File: src/rtl/rpn_key_sequencer_if.sv
// Key-token and calculator-command handshakes of the RPN key sequencer.
// The master modport is the sequencer's view; the slave modport is the
// environment (key source plus calculator).
interface rpn_key_sequencer_if #(
    parameter int unsigned W = 16
) ();
    logic         key_valid;
    logic [4:0]   key_code;
    logic         key_ready;
    logic         cmd_valid;
    logic         cmd_ready;
    logic         cmd_push;
    logic [W-1:0] cmd_d;
    logic [1:0]   cmd_op;

    modport master (
        input  key_valid, key_code, cmd_ready,
        output key_ready, cmd_valid, cmd_push, cmd_d, cmd_op
    );

    modport slave (
        output key_valid, key_code, cmd_ready,
        input  key_ready, cmd_valid, cmd_push, cmd_d, cmd_op
    );
endinterface

File: src/rtl/rpn_key_sequencer.sv
// Turns calculator key tokens into push/operator commands, accumulating
// decimal digit entry and mirroring the calculator's stack depth so that
// commands it would silently drop are suppressed and flagged on err.
module rpn_key_sequencer #(
    parameter int unsigned DEPTH_MAX = 1000,
    parameter int unsigned W         = 16
) (
    input  logic                 step,
    input  logic                 rst,
    rpn_key_sequencer_if.master  bus,
    output logic [W-1:0]         entry,
    output logic                 entry_active,
    output logic [9:0]           depth,
    output logic                 err
);

    localparam logic [9:0] DepthMax = 10'(DEPTH_MAX);

    localparam logic [4:0] KeyEnter = 5'd10;
    localparam logic [4:0] KeyNeg   = 5'd11;
    localparam logic [4:0] KeyAdd   = 5'd12;
    localparam logic [4:0] KeyMul   = 5'd13;
    localparam logic [4:0] KeyClear = 5'd14;

    localparam logic [1:0] OpNone = 2'd0;
    localparam logic [1:0] OpNeg  = 2'd1;

    typedef enum logic [1:0] {StIdle, StPush, StOp} state_e;

    state_e       state_q, state_d;
    logic [W-1:0] entry_q, entry_d;
    logic         active_q, active_d;
    logic [9:0]   depth_q, depth_d;
    logic [1:0]   op_q, op_d;
    logic         op_ok;

    // State register with immediate reset.
    always_ff @(posedge step or posedge rst) begin
        if (rst) begin
            state_q  <= StIdle;
            entry_q  <= '0;
            active_q <= 1'b0;
            depth_q  <= '0;
            op_q     <= OpNone;
        end else begin
            state_q  <= state_d;
            entry_q  <= entry_d;
            active_q <= active_d;
            depth_q  <= depth_d;
            op_q     <= op_d;
        end
    end

    // Next-state and handshake outputs; commands are driven straight from state
    // so they stay stable until the calculator takes them.
    always_comb begin
        state_d       = state_q;
        entry_d       = entry_q;
        active_d      = active_q;
        depth_d       = depth_q;
        op_d          = op_q;
        bus.key_ready = 1'b0;
        bus.cmd_valid = 1'b0;
        bus.cmd_push  = 1'b0;
        bus.cmd_d     = '0;
        bus.cmd_op    = OpNone;
        err           = 1'b0;
        // NEG needs one operand, ADD/MUL need two.
        op_ok         = (op_q == OpNeg) ? (depth_q >= 10'd1) : (depth_q >= 10'd2);

        unique case (state_q)
            StIdle: begin
                bus.key_ready = 1'b1;
                if (bus.key_valid) begin
                    if (bus.key_code <= 5'd9) begin
                        entry_d  = entry_q * W'(10) + W'(bus.key_code);
                        active_d = 1'b1;
                    end else begin
                        case (bus.key_code)
                            KeyEnter: begin
                                if (active_q) begin
                                    op_d    = OpNone;
                                    state_d = StPush;
                                end
                            end
                            KeyNeg, KeyAdd, KeyMul: begin
                                op_d    = 2'(bus.key_code - 5'd10);
                                state_d = active_q ? StPush : StOp;
                            end
                            KeyClear: begin
                                entry_d  = '0;
                                active_d = 1'b0;
                            end
                            default: ;
                        endcase
                    end
                end
            end

            StPush: begin
                // Rejection issues no command, so it does not wait on cmd_ready.
                if (depth_q == DepthMax) begin
                    err      = 1'b1;
                    entry_d  = '0;
                    active_d = 1'b0;
                    op_d     = OpNone;
                    state_d  = StIdle;
                end else begin
                    bus.cmd_valid = 1'b1;
                    bus.cmd_push  = 1'b1;
                    bus.cmd_d     = entry_q;
                    if (bus.cmd_ready) begin
                        depth_d  = depth_q + 10'd1;
                        entry_d  = '0;
                        active_d = 1'b0;
                        state_d  = (op_q != OpNone) ? StOp : StIdle;
                    end
                end
            end

            StOp: begin
                if (!op_ok) begin
                    err     = 1'b1;
                    op_d    = OpNone;
                    state_d = StIdle;
                end else begin
                    bus.cmd_valid = 1'b1;
                    bus.cmd_op    = op_q;
                    if (bus.cmd_ready) begin
                        if (op_q != OpNeg) begin
                            depth_d = depth_q - 10'd1;
                        end
                        op_d    = OpNone;
                        state_d = StIdle;
                    end
                end
            end

            default: state_d = StIdle;
        endcase
    end

    assign entry        = entry_q;
    assign entry_active = active_q;
    assign depth        = depth_q;

endmodule
File: src/flat_wrapper.sv
// flat-port wrapper written by rule: the top's interface ports become plain ports
module rpn_key_sequencer_flat 
#(
    parameter int unsigned DEPTH_MAX = 1000,
    parameter int unsigned W         = 16
)
  (step, rst, entry, entry_active, depth, err, bus_key_valid, bus_key_code, bus_cmd_ready, bus_key_ready, bus_cmd_valid, bus_cmd_push, bus_cmd_d, bus_cmd_op);
  rpn_key_sequencer_if #(.W(W)) bus_i ();
  input  logic step;
  input  logic rst;
  output logic [W-1:0] entry;
  output logic entry_active;
  output logic [9:0] depth;
  output logic err;
  input wire logic [$bits(bus_i.key_valid)-1:0] bus_key_valid;
  input wire logic [$bits(bus_i.key_code)-1:0] bus_key_code;
  input wire logic [$bits(bus_i.cmd_ready)-1:0] bus_cmd_ready;
  output wire logic [$bits(bus_i.key_ready)-1:0] bus_key_ready;
  output wire logic [$bits(bus_i.cmd_valid)-1:0] bus_cmd_valid;
  output wire logic [$bits(bus_i.cmd_push)-1:0] bus_cmd_push;
  output wire logic [$bits(bus_i.cmd_d)-1:0] bus_cmd_d;
  output wire logic [$bits(bus_i.cmd_op)-1:0] bus_cmd_op;
  assign bus_i.key_valid = bus_key_valid;
  assign bus_i.key_code = bus_key_code;
  assign bus_i.cmd_ready = bus_cmd_ready;
  assign bus_key_ready = bus_i.key_ready;
  assign bus_cmd_valid = bus_i.cmd_valid;
  assign bus_cmd_push = bus_i.cmd_push;
  assign bus_cmd_d = bus_i.cmd_d;
  assign bus_cmd_op = bus_i.cmd_op;
  rpn_key_sequencer #(.DEPTH_MAX(DEPTH_MAX), .W(W)) u_core (.step(step), .rst(rst), .bus(bus_i), .entry(entry), .entry_active(entry_active), .depth(depth), .err(err));
endmodule
File: config.mk
export PLATFORM = sky130hd
export DESIGN_NAME = rpn_key_sequencer_flat
export DESIGN_NICKNAME = d
export VERILOG_FILES = /design/src/rtl/rpn_key_sequencer_if.sv /design/src/rtl/rpn_key_sequencer.sv /design/src/flat_wrapper.sv
export SDC_FILE = /design/constraint.sdc
export NUM_CORES = 1
export LEC_CHECK = 0
export ABC_AREA = 0
export BUFFER_PORTS_ARGS = -buffer_cell sky130_fd_sc_hd__clkbuf_2
export CAP_MARGIN = 20
export CORE_ASPECT_RATIO = 1.75
export CORE_MARGIN = 2
export CORE_UTILIZATION = 23
export DETAILED_ROUTE_END_ITERATION = 10
export PLACE_DENSITY_LB_ADDON = 0.12
export SYNTH_ARGS = -nofsm -noshare
export SYNTH_HDL_FRONTEND = slang
export SYNTH_SLANG_ARGS = --single-unit
File: constraint.sdc
create_clock -name step -period 3.58 [get_ports step]
set_input_delay 0.537 -clock step [delete_from_list [all_inputs] [get_ports step]]
set_output_delay 0.537 -clock step [all_outputs]
set_load 0.05 [all_outputs]
==> out/results.tsv <==
metric	value	unit
postLayoutCoreUtil	28.9	%
ys_ff_latch	31	
fmax	308	MHz
status	complete, no violations	
ant_nets	0	
die_x	88.2	um
grt_usage	13.9	%
syn_nets	375	
setup_viol	0	
met3_length	211	um
portBuffers	57	
startpoint_type	flop	
row_count	53	
io_pins	58	
critPathKind	flop to flop	
die_area	13400	um2
p_sw	1.54	mW
htreeDepth	2	
synth_top_cells_by_count	ha_1 (35), nand2_1 (32), dfrtp_1 (31)	
postCtsSetupBuffers	0	
ys_types	57	
cts_buffers	5	
synthFlopType	dfrtp_1	
first_iter_violations	72	
synth-edff-count	0	
yosysWarnings	0	
p_total	2.85	mW
diodes	0	
cts_tree	done	
grt_pass1_wl	14000	um
hp-class	primary input to asynchronous set/reset pin	
antenna_found_initial	0	
drt-met1-wl	3320	um
hpwl	6960	um
maxCapViolations	0	
gr-total-overflow	0	
drive_gt1_share	20.7	%
synthesis.area	2860	um2
synth_area_leaders	dfrtp_1 (27%), ha_1 (15%), xnor2_1 (7.7%)	
core_area	12100	um2
dr.pass1.iters	6	
postSynthCellCount	329	
fillers	1373	
grt_pass1_vias	2603	
clock_path_buffers	2	
dp_slack	0.352	ns
powerDensity	818	nW/um2
seq_power_share	23.4	%
gp_congestion	0.771	
finalSetupTns	0	ns
tightest_slew	0.884	ns
dr_total_vias	2610	
drt_wl_total	8840	um
final_area	3490	um2
synthMostInstantiatedCell	ha_1	
die_height	151	um
power_leakage	1.66	nW
period_minus_slack	3.25	ns
crit_arrival	3.41	ns
cts_hold_buffers	0	
rsz0062_at_grt	no	
seq_area_frac_synth	27.2	%
crit_fanout	6	
wl_met2	5180	um
fin_nets	432	
regArea	776	um2
pwr-share-clk	16.2	%
multi_input_area	1980	um2
peakVddDrop	268	uV
drt-vias-per-instance	4.73	
relSlewSlack	40.6	%
route.detailed.drc	0	
areaGrowthSynthToFinish	22.1	%
fin_skew	0.00840	ns
wl_per_cell	16.0	um
yosys.area.top_type	dfrtp_1	
cts_resized	0	
p_sw_share	53.9	%
post_dp_cell_area	3330	um2
top_layer	met4	
clkLatencyLatePin	0.28	ns
start_util	23.7	%
synth.top_cell.area_share	27.2	%
path_clk_slew	0.06	ns
syn-mean-instance-area	8.68	um2
comb_power_share	60.4	%
worst_slack	0.332	ns
slew_viol_final	0	
synthArstFlopShare	100	%
end_kind	flop	
internal-power	1.31	mW
cp.required	3.75	ns
numClockSinks	31	
grt_max_degree	32	
finalCritPeriodShare	90.7	%
finalHoldViolations	0	
ctsRootBufferMaster	clkbuf_16	
==> power by group through the flow <==
stage / sequential [mW] / combinational [mW] / clock [mW]
after global placement: 0.673 / 1.75 / 0
final: 0.667 / 1.72 / 0.463
after floorplan: 0.919 / 1.05 / 0
after CTS: 0.672 / 1.75 / 0.479
after detailed placement: 0.678 / 1.75 / 0
after global routing: 0.695 / 1.89 / 0.493
==> per-stage QoR <==
stage | cells | hold slack [ns]
after floorplan | 329 | 0.518
after global placement | 544 | 0.523
after detailed placement | 544 | 0.519
after CTS | 552 | 0.354
after global routing | 552 | 0.384
final | 552 | 0.338
==> worst paths after layout <==
path,startpoint,endpoint,slack (ns),depth (start not counted)
worst max-delay path,u_core.entry[1],u_core.entry[15],0.33,10
worst min-delay path,rst,u_core.depth[6],0.34,3
worst max register to register,u_core.entry[1],u_core.entry[15],0.33,10
worst min register to register,u_core.depth[8],u_core.depth[8],0.53,1
max in group asynchronous,rst,u_core.entry[2],2.92,3
min in group step,u_core.depth[8],u_core.depth[8],0.53,1
==> per-layer routing <==
metal / track usage [%] / vias up
met5: 0 / -
met1: 14.6 / 1266
met4: 4.55 / 0
li1: - / 1287
met2: 27.7 / 52
met3: 1.53 / 5
==> worst max-delay path, cell delays in order, from the launching register on <==
cell     delay (ns)
dfrtp_1        0.46
ha_1           0.33
ha_1           0.24
fa_1           0.45
a21o_1         0.23
a221o_1        0.38
a31o_1         0.20
a21oi_1        0.22
nor4b_1        0.36
a211o_1        0.19
nand3_1        0.07
==> registers in the layout, indices dropped and copies added, names as in the netlist <==
name	flops
u_core.op_q	2
u_core.state_q	2
u_core.entry_active	1
u_core.depth	10
u_core.entry	16
==> layout by cell type, fill, tap and decap left out, types with 2 or more instances in the layout <==
master and instances:
nor2b_1 6, nor4_1 4, or3_1 3, o21a_1 2, a211o_1 3, buf_4 3
nand4_1 4, and3_1 4, clkbuf_16 5, xor2_1 6, a21o_1 3, clkbuf_2 57
nand2_1 32, ha_1 35, a22o_1 4, xnor2_1 25, nor2_1 14, a21oi_1 15
o41ai_1 2, inv_1 16, nand2b_1 4, o31ai_1 3, o21ai_1 2, or2_2 3
dfrtp_1 31, mux2_4 2, a31oi_1 2, and2_1 19, nand3_1 13, o21ai_0 23
nor4b_1 2, fa_1 2, a221o_1 2, nor3b_1 2, a211oi_1 2, nor3_1 7
clkbuf_8 2
==> area by class of cell <==
type / instances / area share, %
Clock buffer: 8 / 4.49
Inverter: 17 / 1.83
Multi-Input combinational cell: 271 / 56.7
Sequential cell: 31 / 22.3
Tap cell: 165 / 5.92
Timing Repair Buffer: 60 / 8.83
==> kinds of logic (layout without fill, tap and decap cells) <==
family / Yosys count / count (layout) / share of synthesized area [%]
DFF: 31 / 31 / 27.2
buffers and inverters: 27 / 85 / 3.64
muxes: 3 / 3 / 1.40
and+or+nand+nor: 125 / 125 / 24.0
AOI/OAI and AO/OA: 75 / 75 / 17.5
adders and majority gates: 37 / 37 / 16.7
xor gates and xnor gates: 31 / 31 / 9.51
(Power assumes the default switching activity.)
